==> src/rtl/out_pkg.sv <==
// Shared constants and types for the LED output scan controller.
package out_pkg;

   localparam int NUM_DIGITS = 8;
   localparam int DIG_W      = 3;
   localparam int VAL_W      = 4;

   typedef enum logic {
      SHOW  = 1'b0,
      BLANK = 1'b1
   } scan_state_t;

endpackage

==> src/rtl/rr_arb2.sv <==
// Two-way round-robin arbiter: req[0]/gnt[0] is the CPU port, req[1]/gnt[1]
// the debug port. On a tie the port that did not win most recently is granted.
module rr_arb2 (
   input  logic       clock,
   input  logic       reset,
   input  logic [1:0] req,
   output logic [1:0] gnt
);

   // 1 = port 1 (debug) won last; resets to debug so the CPU wins the first tie.
   logic last_q, last_d;

   // Grant selection and last-winner update; nothing is granted while in reset.
   always_comb begin
      gnt    = 2'b00;
      last_d = last_q;
      if (!reset) begin
         if (req == 2'b11) gnt = last_q ? 2'b01 : 2'b10;
         else              gnt = req;
      end
      if (gnt[0])      last_d = 1'b0;
      else if (gnt[1]) last_d = 1'b1;
   end

   // Last-winner pointer register.
   always_ff @(posedge clock) begin
      if (reset) last_q <= 1'b1;
      else       last_q <= last_d;
   end

endmodule

==> src/rtl/out_scan_ctrl.sv <==
// Digit scan controller and shared digit-value buffer for the 8-digit LED block.
// Optional anti-ghosting blank gap between digits: define OUT_SCAN_BLANK_EN.
module out_scan_ctrl
   import out_pkg::*;
#(
   parameter int DWELL     = 1024,
   parameter int BLANK_CYC = 2
) (
   input  logic             clock,
   input  logic             reset,
   input  logic             cpu_req,
   input  logic [DIG_W-1:0] cpu_digit,
   input  logic [VAL_W-1:0] cpu_val,
   input  logic             dbg_req,
   input  logic [DIG_W-1:0] dbg_digit,
   input  logic [VAL_W-1:0] dbg_val,
   output logic             cpu_gnt,
   output logic             dbg_gnt,
   output logic [DIG_W-1:0] sel,
   output logic [VAL_W-1:0] digit_val,
   output logic             blank,
   output logic             frame_tick
);

   // One counter serves both the dwell and the blank interval.
   localparam int CNT_MAX = (DWELL > BLANK_CYC) ? DWELL : BLANK_CYC;
   localparam int CNT_W   = (CNT_MAX > 1) ? $clog2(CNT_MAX) : 1;
   localparam logic [CNT_W-1:0] DWELL_LAST = CNT_W'(DWELL - 1);
`ifdef OUT_SCAN_BLANK_EN
   localparam logic [CNT_W-1:0] BLANK_LAST = CNT_W'(BLANK_CYC - 1);
`endif
   localparam logic [DIG_W-1:0] LAST_DIGIT = DIG_W'(NUM_DIGITS - 1);

   scan_state_t                        state_q, state_d;
   logic [CNT_W-1:0]                   cnt_q, cnt_d;
   logic [DIG_W-1:0]                   sel_q, sel_d;
   logic                               tick_q, tick_d;
   logic [NUM_DIGITS-1:0][VAL_W-1:0]   buf_q;
   logic [1:0]                         gnt;

   rr_arb2 u_arb (
      .clock (clock),
      .reset (reset),
      .req   ({dbg_req, cpu_req}),
      .gnt   (gnt)
   );

   assign cpu_gnt    = gnt[0];
   assign dbg_gnt    = gnt[1];
   assign sel        = sel_q;
   assign digit_val  = buf_q[sel_q];
   assign frame_tick = tick_q;
`ifdef OUT_SCAN_BLANK_EN
   assign blank      = (state_q == BLANK);
`else
   assign blank      = 1'b0;
`endif

   // Scan FSM next state: advance sel after the dwell (and blank gap, if built in);
   // frame_tick is raised for the cycle that re-enters digit 0.
   always_comb begin
      state_d = state_q;
      cnt_d   = cnt_q + CNT_W'(1);
      sel_d   = sel_q;
      tick_d  = 1'b0;
      case (state_q)
         SHOW: begin
            if (cnt_q == DWELL_LAST) begin
               cnt_d = '0;
`ifdef OUT_SCAN_BLANK_EN
               state_d = BLANK;
`else
               sel_d  = sel_q + DIG_W'(1);
               tick_d = (sel_q == LAST_DIGIT);
`endif
            end
         end
`ifdef OUT_SCAN_BLANK_EN
         BLANK: begin
            if (cnt_q == BLANK_LAST) begin
               cnt_d   = '0;
               sel_d   = sel_q + DIG_W'(1);
               tick_d  = (sel_q == LAST_DIGIT);
               state_d = SHOW;
            end
         end
`endif
         default: begin
            state_d = SHOW;
            cnt_d   = '0;
         end
      endcase
   end

   // Scan state registers.
   always_ff @(posedge clock) begin
      if (reset) begin
         state_q <= SHOW;
         cnt_q   <= '0;
         sel_q   <= '0;
         tick_q  <= 1'b0;
      end else begin
         state_q <= state_d;
         cnt_q   <= cnt_d;
         sel_q   <= sel_d;
         tick_q  <= tick_d;
      end
   end

   // Digit buffer: the granted requester writes on the edge closing its grant cycle.
   always_ff @(posedge clock) begin
      if (reset)        buf_q <= '0;
      else if (gnt[0])  buf_q[cpu_digit] <= cpu_val;
      else if (gnt[1])  buf_q[dbg_digit] <= dbg_val;
   end

endmodule

==> config.mk <==
export PLATFORM = sky130hd
export DESIGN_NAME = out_scan_ctrl
export DESIGN_NICKNAME = d
export VERILOG_FILES = /design/src/rtl/out_pkg.sv /design/src/rtl/rr_arb2.sv /design/src/rtl/out_scan_ctrl.sv
export SDC_FILE = /design/constraint.sdc
export NUM_CORES = 1
export LEC_CHECK = 0
export CORE_MARGIN = 2
export CORE_UTILIZATION = 50
export CTS_BUF_LIST = sky130_fd_sc_hd__clkbuf_16
export CTS_CLUSTER_SIZE = 20
export DETAILED_ROUTE_END_ITERATION = 6
export MAX_ROUTING_LAYER = met4
export PLACE_DENSITY = 0.71
export SLEW_MARGIN = 20
export SYNTH_ARGS = -nofsm -noshare
export SYNTH_HDL_FRONTEND = slang
export SYNTH_HIERARCHICAL = 1
export SYNTH_SLANG_ARGS = --single-unit
==> constraint.sdc <==
create_clock -name clock -period 2.4 [get_ports clock]
set_clock_uncertainty 0.1 [all_clocks]
set_input_delay 0.48 -clock clock [delete_from_list [all_inputs] [get_ports clock]]
set_output_delay 0.48 -clock clock [all_outputs]
set_load 0.005 [all_outputs]
==> key figures, run 1 <==
Setup path
  • R2R depth: 8
  • Data arrival, critical path: about 1800 ps
  • CP Launch Type: flip-flop
  • CP Capture Type: primary output
  • Slowest CP cell: mux4_2
  • CP bufs+invs: 2
  • Levels on crit path: 4
  • Worst EP required: around 1800 ps
  • CP max FO: 5
  • FF-to-FF Start: u_arb/last_q
  • Max incr delay on CP: 490 ps
  • Worst path top cell family by delay: multiplexers
  • Crit-path cells: buf_12 > mux4_2 > mux2_2 > clkdlybuf4s15_1
  • RR Endpoint: buf_q[1]
  • R2r setup slk: ~530 ps
  • CP Class: flip-flop to primary output

Power
  • Internal power: about 1.4 mW
  • Overall power: roughly 1.8 mW
  • Sequential power share: about 46%
  • Clock power frac: roughly 44%
  • Worst IR Drop VDD: approximately 0.47 mV
  • Pwr/cell area: 597 nW/um2
  • Sw Ratio: between 20% and 30%
  • Switch Pwr: about 0.41 mW
  • Combinational share of power: around 9.8%
  • Static leakage: around 1.2 nW

Min path
  • Hold/Removal Path Class: flip-flop to flip-flop
  • Hold path depth: 1
  • Worst hold start: cnt_q[0]
  • Worst hold endpoint: cnt_q[0]

Detailed routing
  • Final WL: roughly 6000 um
  • DRC: 0
  • WL/cell: 19.2 um
  • DRT Pass-1 Iters: 5
  • Post-DR vias/cell: about 6.4
  • Final antenna-violating net count: 0
  • DR iter-0 viols: 200
  • Via count: roughly 2k

Clocking
  • Num CTS Buffers: 5
  • Clk root buf: clkbuf_16
  • CTS tree: yes
  • Hold Buf Count CTS: 0
  • Clock latency on the worst-skew pair: 290 ps
  • Clock-pin transition on the worst setup and hold timing paths: approximately 70 ps
  • Maximum root-to-sink buffer count: 2
  • Clock H-tree levels: 2
  • CTS sink count: 47

Placement
  • # port buffers: 27
  • Post-Place Cells: 308
  • Post-DP HPWL: about 4200 um
  • Placer Congestion: just under 0.9

Finish
  • Fin cells: about 320
  • Nets@finish: 285
  • Multi-input logic area: between 1000 and 1500 um2
  • Fraction of layout cells with a size suffix above 1: approximately 33%
  • Final core utilization: around 64%
  • Filler instances: about 370
  • Sequential Area: between 900 and 1000 um2
  • N_diodes: 0
  • Most frequent cells in the layout: dfxtp_1 (45), a21oi_1 (33), o221a_2 (32)
  • Area delta synth->final: 25.1%
  • Commonest non-fill, non-tap cell in the layout: dfxtp_1

STA
  • Final setup viols: 0
  • Fin Hold WS: roughly 390 ps
  • Tcrit/Tclk final: between 90% and 100%
  • Fin Setup TNS: 0 ps
  • Slew Viols, Final: 0
  • Final hold violation count: 0
  • F_max: 0.430 GHz
  • RSZ-0062 raised after global routing: false
  • Min Tclk post-route: approximately 2300 ps

Synthesis
  • Synth Net Count: about 250
  • Synth warn: 6
  • Syn_area_per_cell: approximately 11 um2
  • Synth Instances: around 230
  • Synth async-reset ratio: 0%
  • Leading area contributor after synthesis: dfxtp_1
  • Seq/Total Area, Yosys: slightly below 40%
  • Area share of the largest cell type after synthesis: between 30 and 40%
  • Mapped cell area: approximately 2400 um2
  • Top_reg_cell synth: dfxtp_1
  • Synth area leaders: dfxtp_1 (39%), o221a_2 (15%), mux4_2 (7.5%), a21oi_1 (6.9%), mux2_2 (2.3%)
  • Seq cells post-synth: 47
  • Post-synth EDFFs: 0
  • Netlist cell types: 46

Status
  • Status: completed

Global routing
  • GRT Total Usage: between 20 and 30%
  • Largest net degree at the start of global routing: 50
  • Number of global-route vias before repair: about 1.9k
  • Global-route wire length before repair: approximately 9900 um
  • Initial antenna violation count: 0
  • Gr ovfl total: 0

Floorplan
  • Core area: 4660 um2
  • Cell Rows: 25
  • DIE HEIGHT: around 73 um
  • Die area: around 5400 um2
  • Initial Utilization: between 50% and 60%
  • Die W: 73.3 um
  • # IOs: 29

Run
  • Max Cap Violations: 0
==> logic make-up after synthesis <==
family | share of synthesized area, %
adders and majority gates | 1.56
AOI/OAI and AO/OA | 27.3
other | 0.156
DFF | 39.2
buffers and inverters | 4.07
muxes | 11.3
xor gates and xnor gates | 1.10
and+or+nand+nor | 15.3
==> layer usage <==
metal	vias to the layer above	part of all wire (%)	track usage (%)
li1	976	-	-
met1	962	45	35.4
met2	86	46	36.8
met3	11	7.1	4.39
met4	0	1.8	10.1
met5	-	0	-
==> worst max path at each step <==
stage,slack (ps),end,startpoint
after global placement,-100,digit_val[3],sel[0]
after CTS,-6,cpu_gnt,cpu_req
after floorplan,320,buf_q[28],dbg_req
after global routing,20,digit_val[0],sel[0]
after detailed placement,-140,digit_val[2],sel[0]
final,70,digit_val[2],sel[0]
==> state kept, by name (all words and copies together) (netlist names) <==
name and cells:
u_arb/last_q 1, frame_tick 1, buf_q 32, sel 3, cnt_q 10
==> repair_timing <==
action / 4_1_cts / 5_1_grt
cloned: 0 / 0
endpoints found under the hold margin: 0 / 0
endpoints found under the setup margin: 6 / 6
gates resized for setup: 10 / 7
setup buffers: 2 / 1
pin swaps: 0 / 1
==> layout make-up <==
type                    instances  share of cell area [%]
clock buffers                   5                    4.17
clock inverters                 3                    1.42
inverters                      10                    1.25
multi-input cells             157                    45.7
flip-flops and latches         47                    31.5
well taps                      54                    2.25
repair buffers                 43                    13.7
==> metrics by stage <==
stage	area, um2	setup WS [ps]
after global placement	2780	-102
final	3000	73.7
after CTS	2980	-5.53
after global routing	3000	16.1
after floorplan	2400	317
after detailed placement	2780	-145
==> power by group through the flow <==
stage	clock network (mW)	logic (mW)	registers [mW]
detailed placement	0	0.174	0.841
finish	0.793	0.176	0.823
CTS	0.794	0.175	0.823
global placement	0	0.171	0.841
floorplan	0	0.100	0.834
global route	0.842	0.190	0.826
==> synth_stat cells (2+ instances only) <==
master and n:
buf_1 4, a211oi_1 2, clkbuf_1 6, mux2i_1 2
buf_2 2, nor2b_1 4, nand2b_1 2, nand2_1 12
xnor2_1 2, nor2_1 6, and4b_1 3, and4bb_2 3
or3_1 2, mux4_2 8, a21oi_1 33, ha_1 3
nand3_1 3, o21ai_0 2, inv_1 10, o221a_2 32
nor3_1 5, a31o_2 2, dfxtp_1 47, mux2_2 5
a21o_1 6, nand3_4 2
Power figures use the tool's default switching activity.
==> run 2: changes to the inputs <==
--- a/config.mk
+++ b/config.mk
@@ -8,6 +8,7 @@
 export CORE_MARGIN = 2
 export CORE_UTILIZATION = 50
 export CTS_BUF_LIST = sky130_fd_sc_hd__clkbuf_16
+export CTS_CLUSTER_DIAMETER = 30
 export CTS_CLUSTER_SIZE = 20
 export DETAILED_ROUTE_END_ITERATION = 6
 export MAX_ROUTING_LAYER = met4
==> results of run 2 <==
Final layout, timing and power as in run 1 (identical DEF).
